File: src/rtl/instruction_decode.sv
// MIPS decode stage: IF/ID register, 32x32 register file, load-use hazard
// detection, J-type resolution and a registered ID/EX bundle.
module instruction_decode #(
  parameter int DATA_W = 32,
  parameter int PC_W   = 5,
  parameter int RF_AW  = 5
) (
  input  logic              clk,
  input  logic              reset,
  input  logic [DATA_W-1:0] instruction,
  input  logic [PC_W-1:0]   pc_4,
  input  logic              flush,
  input  logic              wb_we,
  input  logic [RF_AW-1:0]  wb_addr,
  input  logic [DATA_W-1:0] wb_data,
  input  logic              ex_mem_read,
  input  logic [RF_AW-1:0]  ex_rt,
  output logic              stall,
  output logic              mux_ctrl,
  output logic [PC_W-1:0]   jp_address,
  output logic [5:0]        opcode,
  output logic [5:0]        funct,
  output logic [RF_AW-1:0]  rs,
  output logic [RF_AW-1:0]  rt,
  output logic [RF_AW-1:0]  rd,
  output logic [DATA_W-1:0] rs_data,
  output logic [DATA_W-1:0] rt_data,
  output logic [DATA_W-1:0] imm_ext,
  output logic [PC_W-1:0]   pc_4_out,
  output logic              id_valid
);

  localparam int NREG = 1 << RF_AW;

  typedef struct packed {
    logic [5:0]        op;
    logic [5:0]        fn;
    logic [RF_AW-1:0]  rs;
    logic [RF_AW-1:0]  rt;
    logic [RF_AW-1:0]  rd;
    logic [DATA_W-1:0] rs_data;
    logic [DATA_W-1:0] rt_data;
    logic [DATA_W-1:0] imm;
    logic [PC_W-1:0]   pc;
    logic              valid;
  } id_ex_t;

  logic [DATA_W-1:0] instr_q, instr_d;
  logic [PC_W-1:0]   pc_q, pc_d;
  logic              valid_q, valid_d;
  logic [DATA_W-1:0] rf_q [NREG];
  logic [DATA_W-1:0] rf_d [NREG];
  id_ex_t            ex_q, ex_d;

  logic [5:0]        op;
  logic [5:0]        fn;
  logic [RF_AW-1:0]  rs_a;
  logic [RF_AW-1:0]  rt_a;
  logic [RF_AW-1:0]  rd_a;
  logic [DATA_W-1:0] rs_val;
  logic [DATA_W-1:0] rt_val;
  logic [DATA_W-1:0] imm;
  logic              uses_rt;
  logic              zext;
  logic              is_j;

  assign op   = instr_q[31:26];
  assign rs_a = instr_q[25:21];
  assign rt_a = instr_q[20:16];
  assign rd_a = instr_q[15:11];
  assign fn   = instr_q[5:0];

  always_comb begin
    uses_rt = 1'b0;
    zext    = 1'b0;
    is_j    = 1'b0;
    unique case (1'b1)
      op == 6'h00,
      op == 6'h04,
      op == 6'h05,
      op == 6'h2B: uses_rt = 1'b1;
      op == 6'h0C,
      op == 6'h0D,
      op == 6'h0E: zext = 1'b1;
      op == 6'h02: is_j = 1'b1;
      default: ;
    endcase
  end

  // Write-through so a same-cycle write-back is seen by decode
  always_comb begin
    rs_val = rf_q[rs_a];
    rt_val = rf_q[rt_a];
    if (wb_we && wb_addr == rs_a) rs_val = wb_data;
    if (wb_we && wb_addr == rt_a) rt_val = wb_data;
    if (rs_a == '0) rs_val = '0;
    if (rt_a == '0) rt_val = '0;
  end

  always_comb begin
    imm = {{16{instr_q[15]}}, instr_q[15:0]};
    if (zext) imm = {16'b0, instr_q[15:0]};
  end

  assign stall = valid_q & ex_mem_read & (ex_rt != '0)
               & ((ex_rt == rs_a) | (uses_rt & (ex_rt == rt_a)));

  assign mux_ctrl   = valid_q & is_j & ~stall & ~flush;
  assign jp_address = instr_q[PC_W-1:0];

  always_comb begin
    instr_d = instr_q;
    pc_d    = pc_q;
    valid_d = valid_q;
    if (flush) begin
      instr_d = '0;
      pc_d    = '0;
      valid_d = 1'b0;
    end else if (!stall) begin
      instr_d = instruction;
      pc_d    = pc_4;
      valid_d = 1'b1;
    end
  end

  always_comb begin
    rf_d = rf_q;
    if (wb_we && wb_addr != '0) rf_d[wb_addr] = wb_data;
  end

  always_comb begin
    ex_d = '0;
    if (valid_q && !stall && !flush) begin
      ex_d.op      = op;
      ex_d.fn      = fn;
      ex_d.rs      = rs_a;
      ex_d.rt      = rt_a;
      ex_d.rd      = rd_a;
      ex_d.rs_data = rs_val;
      ex_d.rt_data = rt_val;
      ex_d.imm     = imm;
      ex_d.pc      = pc_q;
      ex_d.valid   = 1'b1;
    end
  end

  always_ff @(posedge clk) begin
    if (!reset) begin
      instr_q <= '0;
      pc_q    <= '0;
      valid_q <= 1'b0;
      ex_q    <= '0;
      for (int i = 0; i < NREG; i++) rf_q[i] <= '0;
    end else begin
      instr_q <= instr_d;
      pc_q    <= pc_d;
      valid_q <= valid_d;
      ex_q    <= ex_d;
      rf_q    <= rf_d;
    end
  end

  assign opcode   = ex_q.op;
  assign funct    = ex_q.fn;
  assign rs       = ex_q.rs;
  assign rt       = ex_q.rt;
  assign rd       = ex_q.rd;
  assign rs_data  = ex_q.rs_data;
  assign rt_data  = ex_q.rt_data;
  assign imm_ext  = ex_q.imm;
  assign pc_4_out = ex_q.pc;
  assign id_valid = ex_q.valid;

endmodule

File: config.mk
export PLATFORM = sky130hd
export DESIGN_NAME = instruction_decode
export DESIGN_NICKNAME = d
export VERILOG_FILES = /design/src/rtl/instruction_decode.sv
export SDC_FILE = /design/constraint.sdc
export NUM_CORES = 2
export LEC_CHECK = 0
export ABC_AREA = 1
export BUFFER_PORTS_ARGS = -buffer_cell sky130_fd_sc_hd__buf_4
export CAP_MARGIN = 10
export CORE_MARGIN = 2
export CORE_UTILIZATION = 45
export CTS_CLUSTER_SIZE = 24
export DETAILED_ROUTE_END_ITERATION = 8
export MAX_ROUTING_LAYER = met4
export PLACE_DENSITY = 0.7
export SYNTH_ARGS = -nofsm -noshare
export SYNTH_HDL_FRONTEND = slang
export SYNTH_SLANG_ARGS = --single-unit
export TNS_END_PERCENT = 5
File: constraint.sdc
create_clock -name clk -period 2 [get_ports clk]
set_input_delay 0.5 -clock clk [delete_from_list [all_inputs] [get_ports clk]]
set_output_delay 0.5 -clock clk [all_outputs]
set_load 0.005 [all_outputs]
==> impl_metrics.yaml <==
critical_path:
  crit_type: "register to output pin"
  worstPathRequired_ps: 1500
  worst-path-max-fanout: 4
  start_kind: "register"
  critical_path_arrival_ps: 2030
  end_kind: "output pin"
routing:
  drt_iter0_drc: 9891
  wl_per_cell_um: 21.06
  routed_wl_um: 248400
  drtAntennaViolNets: 0
  vias: 68990
  dr.pass1.iters: 9
  drc: 6
  viasPerCell: 5.851
finish:
  final_area_um2: 74830
  area_growth_syn_to_layout_pct: 20.02
  nFillCells: 12880
  layout-drive-gt1-share_pct: 11.22
  nets: 9979
  layout_common_cells: "2,650 x nand2_1, 1,265 x nand3_1, 1,149 x dfxtp_1, 1,119 x a21oi_1, 1,056 x inv_1"
  final_cells: 11790
  layout_commonest_cell: "nand2_1"
global_routing:
  grt-ovfl-total: 0
  grt_pass1_wl_um: 375600
  antenna_found_initial: 2
  track_usage_pct: 34.80
  grt_max_degree: 95
  grt_pass1_vias: 64520
logic_synthesis:
  synth_cell_types: 28
  seq_area_frac_synth_pct: 37.41
  yosys_register_bits: 1165
  synth.net_count: 9939
  syn_inst: 9855
  yosysWarnings: 0
  syn_area_um2: 62350
  synth_area_per_cell_um2: 6.326
pwr:
  power_density_nw_per_um2: 757.5
  p_total_w: 0.05668
  vdd_drop_max_uv: 968.1
  p_leak_nw: 33.78
timing:
  maxSlewHeadroom_pct: 48.47
  clock.fmax_mhz: 394.8
  rsz0062_at_grt: "yes"
  setup_viol: 16
  fin_skew_ps: 31.85
  finalHoldViolations: 0
  period_share_pct: 126.6
  timing.final.ws_setup_ps: -533.0
  finalCriticalPeriod_ps: 2533
  tightest_slew_ps: 772.2
  drv_slew: 0
  hold_slack_ps: 46.20
floorplan:
  die_w_um: 376.2
  initial_core_util_pct: 45.35
  coreArea_um2: 137500
  die_area_um2: 141500
  io-pin-count: 220
  rows: 136
  die_h_um: 376.2
placement:
  port_buffers: 219
  place_area_um2: 69170
  dp.cells: 11490
  gp_congestion: 0.9741
  dpl.hpwl_um: 156900
  dp_slack_ps: -94.44
outcome:
  violations: "design-rule violations, negative setup slack"
  status: "finished, violations left"
cts:
  root_buffer: "clkbuf_16"
  clock_latency_ps: 800
  cts_buffer_depth: 3
  cts_tree: "done"
  clkTransAtPathRegs_ps: 60
  clock-sinks: 1165
  cts_buffers: 135
  htreeDepth: 4
flow_run:
  cap_violations: 0
min_path:
  worstHoldPathType: "input pin to register"
==> path summary, 6_finish.rpt <==
path / end / slack (ps) / start / depth (start not counted)
setup / recovery: mux_ctrl / -530 / instr_q[30] / 11
setup reg to reg: rt_data[13] / -130 / instr_q[16] / 14
hold reg to reg: rd[3] / 420 / instr_q[14] / 2
hold / removal: instr_q[4] / 50 / instruction[4] / 5
==> cells in the mapped netlist (all sizes together) <==
master / instances / area share, %
nand2: 2676 / 16
nand3: 1278 / 10
dfxtp: 1165 / 37
a21oi: 1123 / 9.0
inv: 1084 / 6.5
o21ai: 1023 / 8.2
buf: 487 / 4.5
clkbuf: 412 / 2.5
nor2: 380 / 2.9
o211ai: 128 / 1.5
nand4: 70 / 0.70
nor3: 10 / 0.088
xor2: 7 / 0.098
o22ai: 6 / 0.060
xnor2: 3 / 0.042
a221oi: 2 / 0.048
nor4: 1 / 0.010
==> worst max-delay path, cell delays in order, from the launching register on <==
cell and delay, ps:
dfxtp_4 360, nor2_4 80, inv_2 60, nor2_4 120, nand2_2 60, nand2_2 80
nand3_2 70, nand2_1 80, nand2_2 80, nand2_2 90, nor2_2 40, buf_4 130
==> layout make-up <==
cell class | count | area (um2) | area share [%]
tap | 1794 | 2245 | 3.000
timing repair buffer | 802 | 9588 | 12.81
clock inverter | 49 | 693.2 | 0.9263
antenna | 2 | 5.005 | 0.006688
clock buffer | 189 | 3905 | 5.219
inverter | 1084 | 4133 | 5.523
sequential | 1165 | 23370 | 31.23
multi-input combinational | 6707 | 30890 | 41.28
==> per-layer routing <==
layer  GRT usage (%)  part of all wire, %  up-vias
met4           21.07                  6.7        0
met3           7.685                   12     1095
met1           43.20                   38    31370
li1                -                    -    31910
met2           51.58                   43     4622
met5               -                    0        -
==> state kept, by name, indices dropped and copies added (netlist names) <==
signal,flops
rt,5
rt_data,32
funct,5
rs,5
valid_q,1
pc_q,5
rs_data,32
id_valid,1
rf_q,1024
pc_4_out,5
instr_q,32
imm_ext,7
rd,5
opcode,6
==> metrics by stage <==
stage / utilization, % / setup TNS (ps)
final: 54.42 / -1479
after global routing: 54.42 / -4469
after floorplan: - / 0
after CTS: 53.98 / -1474
after global placement: 50.30 / -754.6
after detailed placement: 50.30 / -1846
==> power breakdown <==
group	switching, W	total, W	internal [W]
Clock	0.0104	0.0260	0.0156
Combinational	0.00457	0.00699	0.00242
Sequential	0.000180	0.0237	0.0235
==> timing repair <==
item / in CTS / in global routing
resized for setup: 18 / 104
hold buffers: 33 / 0
endpoints found under the setup margin: 33 / 75
pin swaps: 1 / 18
hold endpoints to repair: 33 / 0
buffers inserted: 7 / 14
gates cloned: 0 / 4
==> kinds of logic after synthesis <==
logic type	share of synthesized area, %
AOI/OAI and AO/OA	18.88
and+or+nand+nor	30.12
xor gates and xnor gates	0.1405
buffers and inverters	13.46
DFF	37.41
Power figures use the tool's default switching activity.
